`config.mk`:
```
export PLATFORM = sky130hd
export DESIGN_NAME = ysyx_23060203_dec
export DESIGN_NICKNAME = d
export VERILOG_FILES = /design/src/rtl/ysyx_23060203_dec.sv
export SDC_FILE = /design/constraint.sdc
export NUM_CORES = 1
export LEC_CHECK = 0
export CAP_MARGIN = 10
export CORE_MARGIN = 2
export CORE_UTILIZATION = 40
export CTS_BUF_LIST = sky130_fd_sc_hd__clkbuf_16
export DETAILED_ROUTE_END_ITERATION = 8
export HOLD_SLACK_MARGIN = 0.06
export PLACE_DENSITY = 0.86
export SYNTH_ARGS = -nofsm -noshare
export SYNTH_HDL_FRONTEND = slang
export SYNTH_SLANG_ARGS = --single-unit
```
`constraint.sdc`:
```
create_clock -name clk -period 2.3 [get_ports clk]
set_input_delay 0.46 -clock clk [delete_from_list [all_inputs] [get_ports clk]]
set_output_delay 0.46 -clock clk [all_outputs]
set_load 0.02 [all_outputs]
```
`src/rtl/ysyx_23060203_dec.sv`:
```
// Single-stage RISC-V instruction decoder with valid/ready handshake, register-file
// operand capture and an ebreak halt state.
module ysyx_23060203_dec #(
    parameter int XLEN = 32,
    parameter int NREG = 32,
    localparam int RA_W = $clog2(NREG)
) (
    input  logic            clk,
    input  logic            rst,
    input  logic            in_valid,
    output logic            in_ready,
    input  logic [31:0]     in_inst,
    input  logic [XLEN-1:0] in_pc,
    input  logic            flush,
    output logic [RA_W-1:0] rf_raddr1,
    output logic [RA_W-1:0] rf_raddr2,
    input  logic [XLEN-1:0] rf_rdata1,
    input  logic [XLEN-1:0] rf_rdata2,
    output logic            out_valid,
    input  logic            out_ready,
    output logic [XLEN-1:0] out_pc,
    output logic [RA_W-1:0] out_rd,
    output logic [XLEN-1:0] out_src1,
    output logic [XLEN-1:0] out_src2,
    output logic [XLEN-1:0] out_imm,
    output logic [2:0]      out_fmt,
    output logic [6:0]      out_opcode,
    output logic [2:0]      out_funct3,
    output logic [6:0]      out_funct7,
    output logic            out_illegal,
    output logic            halt,
    output logic            halted
);

    localparam logic [31:0] EBREAK = 32'h0010_0073;
    localparam bit          RV32E  = (NREG == 16);

    localparam logic [2:0] FMT_R = 3'd0;
    localparam logic [2:0] FMT_I = 3'd1;
    localparam logic [2:0] FMT_S = 3'd2;
    localparam logic [2:0] FMT_B = 3'd3;
    localparam logic [2:0] FMT_U = 3'd4;
    localparam logic [2:0] FMT_J = 3'd5;

    typedef enum logic {RUN, HALTED} state_e;

    typedef struct packed {
        logic [XLEN-1:0] pc;
        logic [RA_W-1:0] rd;
        logic [XLEN-1:0] src1;
        logic [XLEN-1:0] src2;
        logic [XLEN-1:0] imm;
        logic [2:0]      fmt;
        logic [6:0]      opcode;
        logic [2:0]      funct3;
        logic [6:0]      funct7;
        logic            illegal;
    } bundle_t;

    state_e  state_q, state_d;
    logic    out_valid_q, out_valid_d;
    logic    halt_q, halt_d;
    bundle_t bundle_q, bundle_d;

    logic [2:0]         fmt;
    logic               known;
    logic               use_rd, use_rs1, use_rs2;
    logic               reg_oob;
    logic signed [31:0] imm32;
    logic [XLEN-1:0]    imm_ext;
    logic               accept;
    bundle_t            dec;

    assign rf_raddr1 = in_inst[15 +: RA_W];
    assign rf_raddr2 = in_inst[20 +: RA_W];

    always_comb begin
        fmt     = FMT_R;
        known   = 1'b1;
        use_rd  = 1'b0;
        use_rs1 = 1'b0;
        use_rs2 = 1'b0;
        case (in_inst[6:0])
            7'b0110011: begin
                fmt = FMT_R; use_rd = 1'b1; use_rs1 = 1'b1; use_rs2 = 1'b1;
            end
            7'b0010011, 7'b0000011, 7'b1100111, 7'b1110011: begin
                fmt = FMT_I; use_rd = 1'b1; use_rs1 = 1'b1;
            end
            7'b0100011: begin
                fmt = FMT_S; use_rs1 = 1'b1; use_rs2 = 1'b1;
            end
            7'b1100011: begin
                fmt = FMT_B; use_rs1 = 1'b1; use_rs2 = 1'b1;
            end
            7'b0110111, 7'b0010111: begin
                fmt = FMT_U; use_rd = 1'b1;
            end
            7'b1101111: begin
                fmt = FMT_J; use_rd = 1'b1;
            end
            default: known = 1'b0;
        endcase
    end

    always_comb begin
        imm32 = '0;
        case (fmt)
            FMT_I: imm32 = {{20{in_inst[31]}}, in_inst[31:20]};
            FMT_S: imm32 = {{20{in_inst[31]}}, in_inst[31:25], in_inst[11:7]};
            FMT_B: imm32 = {{19{in_inst[31]}}, in_inst[31], in_inst[7],
                            in_inst[30:25], in_inst[11:8], 1'b0};
            FMT_U: imm32 = {in_inst[31:12], 12'b0};
            FMT_J: imm32 = {{11{in_inst[31]}}, in_inst[31], in_inst[19:12],
                            in_inst[20], in_inst[30:21], 1'b0};
            default: imm32 = '0;
        endcase
    end

    // Signed cast widens to XLEN with sign replication for RV64 builds.
    assign imm_ext = XLEN'(imm32);

    // RV32E only has x0..x15, so bit 4 of any register field that is actually used is illegal.
    assign reg_oob = RV32E & ((use_rd & in_inst[11]) | (use_rs1 & in_inst[19]) |
                              (use_rs2 & in_inst[24]));

    always_comb begin
        dec.pc      = in_pc;
        dec.rd      = in_inst[7 +: RA_W];
        dec.src1    = rf_rdata1;
        dec.src2    = rf_rdata2;
        dec.imm     = imm_ext;
        dec.fmt     = fmt;
        dec.opcode  = in_inst[6:0];
        dec.funct3  = in_inst[14:12];
        dec.funct7  = in_inst[31:25];
        dec.illegal = !known | (in_inst[1:0] != 2'b11) | reg_oob;
    end

    assign in_ready = !rst && (state_q == RUN) && (!out_valid_q || out_ready);
    assign accept   = in_valid && in_ready && !flush;

    always_comb begin
        state_d     = state_q;
        out_valid_d = out_valid_q;
        bundle_d    = bundle_q;
        halt_d      = 1'b0;
        if (flush) begin
            out_valid_d = 1'b0;
        end else if (accept) begin
            out_valid_d = 1'b1;
            bundle_d    = dec;
            if (in_inst == EBREAK) begin
                state_d = HALTED;
                halt_d  = 1'b1;
            end
        end else if (out_ready) begin
            out_valid_d = 1'b0;
        end
    end

    always_ff @(posedge clk) begin
        if (rst) begin
            state_q     <= RUN;
            out_valid_q <= 1'b0;
            halt_q      <= 1'b0;
            bundle_q    <= '0;
        end else begin
            state_q     <= state_d;
            out_valid_q <= out_valid_d;
            halt_q      <= halt_d;
            bundle_q    <= bundle_d;
        end
    end

    assign out_valid   = out_valid_q;
    assign out_pc      = bundle_q.pc;
    assign out_rd      = bundle_q.rd;
    assign out_src1    = bundle_q.src1;
    assign out_src2    = bundle_q.src2;
    assign out_imm     = bundle_q.imm;
    assign out_fmt     = bundle_q.fmt;
    assign out_opcode  = bundle_q.opcode;
    assign out_funct3  = bundle_q.funct3;
    assign out_funct7  = bundle_q.funct7;
    assign out_illegal = bundle_q.illegal;
    assign halt        = halt_q;
    assign halted      = (state_q == HALTED);

endmodule
```
## Yosys cells after proc, flatten, opt, wreduce, memory -nomap -nowiden

Index checks and enable logic that the tools add are counted.
W data, S select, Z words.

| word-level totals | value |
|---|---|
| bits in read-only memories | 0 |
| memories kept | 0 |
| output and inout port bits | 168 |
| register bits after elaboration | 157 |
| bits in latches | 0 |
| RAM bits | 0 |
| input bits | 133 |
| logic and storage cells | 57 |

| operators by class | value |
|---|---|
| muxes and demuxes | 6 |
| add/sub/neg operators | 0 |
| shift operators | 0 |
| equal/unequal tests | 17 |
| multipliers | 0 |
| bitwise gates (word level) | 4 |
| divide/modulo/power cells | 0 |
| order comparisons | 0 |
| reduce and logical (&&, ||, !) cells | 17 |

Operators with widths:

| kind | number |
|---|---|
| $pmux W32 S5 | 1 |
| $eq A32 B21 Y1 const B | 1 |
| $eq A7 B7 Y1 const B | 4 |
| $eq A7 B6 Y1 const B | 3 |
| $pmux W3 S5 | 1 |
| $eq A7 B5 Y1 const B | 2 |
| $reduce_or A10 Y1 | 1 |
| $eq A7 B2 Y1 const B | 1 |
| $eq A3 B2 Y1 const B | 2 |
| $eq A3 B3 Y1 const B | 2 |
| $logic_and A1 B1 Y1 | 4 |
| $logic_not A1 Y1 | 4 |
| $mux W1 | 4 |
| $reduce_or A2 Y1 | 2 |
| $reduce_or A4 Y1 | 1 |
| $eq A3 B1 Y1 const B | 1 |
| $not A1 Y1 | 3 |
| $reduce_and A3 Y1 | 1 |
| $reduce_or A3 Y1 | 1 |
| $ne A2 B2 Y1 const B | 1 |
| $reduce_and A2 Y1 | 1 |
| $reduce_bool A2 Y1 | 1 |
| $logic_or A1 B1 Y1 | 1 |
| $or A1 B1 Y1 | 1 |

## Depth between registers and ports, before layout

| depth | value |
|---|---|
| depth after elaboration | 7 |
| gate-level depth with buffers | 7 |
| mapped depth without buffers | 4 |

## Worst setup path before layout

No wires, ideal clock.

| path | value |
|---|---|
| kind | input to register |
| start | input port rst |
| end | register bundle_q, in the netlist out_imm[21] |
| stages | 6 |
| arrival | 1.815 ns |
| required time | 2.240 ns |
| setup slack | 0.425 ns |
| library setup time | 0.060 ns |
| buffers on the path | 2 |
| cell sequence | or2_4 or4_4 buf_6 a2111oi_4 buf_6 a221o_1 |

| on the way | value |
|---|---|
| cells in the longest elaborated chain, start to end | 6 |

Ends and longest elaborated chain:

| what | RTL line | text |
|---|---|---|
| from (decl) | 9 | `input logic rst,` |
| $logic_not A1 Y1 | 140 | `assign in_ready = !rst && (state_q == RUN) && (!out_valid_q \|\| out_ready);` |
| $logic_and A1 B1 Y1 (2 in series) | 140 |  |
| $logic_and A1 B1 Y1 (2 in series) | 141 | `assign accept = in_valid && in_ready && !flush;` |
| $reduce_and A2 Y1 (no source line) | - |  |
| to (signal assigned) | 172 | `bundle_q <= bundle_d;` |
| to (decl) | 63 | `bundle_t bundle_q, bundle_d;` |

Several ways; a longest one is shown, not always the timed one.
A chain may end at the register's enable or synchronous reset.

## Worst setup path after layout

| path | value |
|---|---|
| start | input port in_inst[24] |
| end | output port rf_raddr2[4] |

RTL lines:

| what | RTL line | text |
|---|---|---|
| from (decl) | 12 | `input logic [31:0] in_inst,` |
| to (decl) | 16 | `output logic [RA_W-1:0] rf_raddr2,` |

No word-level cell between the ends.

==> metrics.md <==
| Metric | Value |
|---|---|
| Status | `completed` |
| WL final | `18900 microns` |
| WHS | `0.454 ns` |
| CTS clock-pin slew for the worst setup and hold paths | `0.06 ns` |
| Startpoint class of the critical path | `primary input` |
| Synth area leaders | `dfxtp_1, nand2_1, o21ai_0, clkbuf_1, a221o_1` |
| Critical path peak fanout | `4` |
| Die Ht | `125 microns` |
| Final hold vios | `0` |
| Die X | `125 microns` |
| Final worst path period share | `91.0%` |
| Placement Rows | `44` |
| Initial Utilization | `40.8%` |
| Final Setup Violations | `0` |
| Logic pwr share | `14.3%` |
| Main flop type after synthesis | `dfxtp_1` |
| Layout cells sized above 1 | `9.16%` |
| Switching Fraction | `23.5%` |
| Fin Setup TNS | `0 ns` |
| Cts bufs inserted | `17` |
| Crit path required time | `1.84 ns` |
| YS warnings | `0` |
| Remaining DRCs | `0` |
| Synth top area share | `53.5%` |
| Core area | `0.0144 sq mm` |
| Nets@finish | `1136` |
| Slew headroom | `71.7%` |
| Clock skew | `0.00472 ns` |
| Crit path DAT | `1.63 ns` |
| Synthesized area | `0.00588 sq mm` |
| Lkg Pwr | `0.00365 uW` |
| Number of global-route vias before repair | `5834` |
| CP Cell Sequence | `clkdlybuf4s50_1 -> clkdlybuf4s50_1` |
| Worst path top cell family by delay | `buffers and inverters` |
| Sequential fraction of the synthesis area | `53.5%` |
| Syn avg cell area | `8.37 sq um` |
| Ant. Diodes | `0` |
| CP endpoint kind | `primary output` |
| RSZ-0062 raised after global routing | `no` |
| Commonest non-fill, non-tap cells in the layout | `clkdlybuf4s50_1, nand2_1, dfxtp_1` |
| Port bufs | `300` |
| Htree depth | `4` |
| Buf+Inv Stages, Crit Path | `2` |
| Worst skew pair latency | `0.42 ns` |
| Routed Antenna Nets | `0` |
| Slew Viols, Final | `0` |
| Worst Tran Pin Value | `0.413 ns` |
| Cells after Synth | `702` |
| Part of the power in registers | `41.0%` |
| P&R area growth vs syn | `69.3%` |
| Max Cap Viol | `0` |
| Commonest non-fill, non-tap cell in the layout | `clkdlybuf4s50_1` |
| Hold path depth | `2` |
| CTS Buffer Depth | `2` |
| Syn Nets | `835` |
| DP HPWL | `14000 microns` |
| First-pass GRT wire length | `29800 microns` |
| Sink Count | `157` |
| #FFs+latches synth | `157` |
| Maximum vdd drop | `0.440 mV` |
| Die area | `0.0157 sq mm` |
| All-Layer GR Usage | `23.8%` |
| Minimum clock period | `2.09 ns` |
| DR vias | `6019` |
| Max Fclk | `478 MHz` |
| Most common cell on crit path | `clkdlybuf4s50_1` |
| WL/cell | `15.8 microns` |
| Final core occ | `69.0%` |
| Leading area contributor after synthesis | `dfxtp_1` |
| Post-synth EDFFs | `0` |
| GPL Wtd Cong | `0.899` |
| Synth cell types | `53` |
| CTS tree | `done` |
| Cell Int Power | `5400 uW` |
| Slowest-stage cell, CP | `clkdlybuf4s50_1` |
| Fraction of registers with async set/reset | `0%` |
| Critical Path Stages | `2` |
| Largest net degree at the start of global routing | `64` |
| Initial antenna violation count | `0` |
| DRT iter0 DRCs | `378` |
| Cells on worst reg2reg path | `5` |
| Critical path type | `primary input to primary output` |
| Pwr dens | `710 mW/mm^2` |
| Clk pwr share | `44.8%` |
| Clock root buffer | `clkbuf_16` |
| Global route total overflow | `0` |
| Boundary pin count | `301` |
| Drt via density | `5.02` |
| Min-delay worst type | `flop to flop` |
| DRT Pass-1 Iters | `4` |
| Slowest stage delay, CP | `0.63 ns` |
| Psw | `1660 uW` |
==> kinds of logic after synthesis <==
kind of cell | synth area share (%)
buffers and inverters | 5.66
xor gates and xnor gates | 0.149
and+or+nand+nor | 20.6
AOI/OAI and AO/OA | 19.1
DFF | 53.5
muxes | 1.11
==> cells in the mapped netlist (3+ instances only) <==
library cell	instances
o2bb2ai_1	8
dfxtp_1	157
nor2_1	6
o21ai_0	111
nand2b_1	3
a221o_1	11
nor4_1	6
clkbuf_1	33
buf_2	17
a22o_1	11
buf_4	11
nor3_1	3
nand2_1	245
mux2_2	4
nand3_1	5
a21o_1	4
a21oi_1	21
==> per-layer routing <==
layer	up-vias	track usage, %	wire length (microns)
li1	2967	-	-
met3	45	8.17	1560
met1	2739	27.7	7620
met2	268	39.7	9130
met4	0	11.0	632
met5	-	0	0
==> through the flow <==
step | total power, uW | instances | worst slack, ns | area (sq um)
6_report | 7070 | 1199 | 0.206 | 9950
5_1_grt | 7310 | 1199 | 0.177 | 9950
4_1_cts | 7120 | 1199 | 0.210 | 9950
3_5_place_dp | 3960 | 1168 | -0.125 | 9290
3_3_place_gp | 3940 | 1168 | -0.0668 | 9290
2_1_floorplan | 3340 | 702 | 0.425 | 5880
==> worst min-delay path, stage by stage, from the launching register on <==
cell and delay [ns]:
dfxtp_1 0.31, nand2_1 0.05, o21ai_0 0.06
==> flip-flops by register name, indices dropped and copies added, names as in the netlist <==
register     count
out_funct3       3
out_funct7       7
halt             1
out_fmt          3
out_src2        32
halted           1
out_pc          32
out_imm         32
out_illegal      1
out_opcode       7
out_src1        32
out_rd           5
out_valid        1
==> area by class of cell <==
type	count	area [sq um]
tap	184	230
sequential	157	3140
clock inverter	14	241
inverter	3	12.5
fill	1074	4470
multi-input combinational	477	2410
timing repair buffer	347	3490
clock buffer	17	425
==> worst paths after layout <==
kind / from / endpoint / slack [ns]
setup / recovery: in_inst[24] / rf_raddr2[4] / 0.21
hold / removal: out_src2[10] / out_src2[10] / 0.45
setup reg to reg: halted / out_imm[8] / 0.34
hold reg to reg: out_src2[10] / out_src2[10] / 0.45
==> power by group through the flow <==
stage	logic [uW]	clock network (uW)	registers, uW
6_report	1010	3160	2890
5_1_grt	1080	3330	2910
4_1_cts	1010	3220	2890
3_5_place_dp	1000	0	2950
3_3_place_gp	993	0	2950
2_1_floorplan	249	0	3090
==> timing repair <==
item,CTS,global route
hold buffers,0,0
setup buffers,0,0
resized for setup,1,0
setup endpoints to repair,1,0
endpoints found under the hold margin,0,0
No activity file was read; power rests on OpenSTA's default activity.
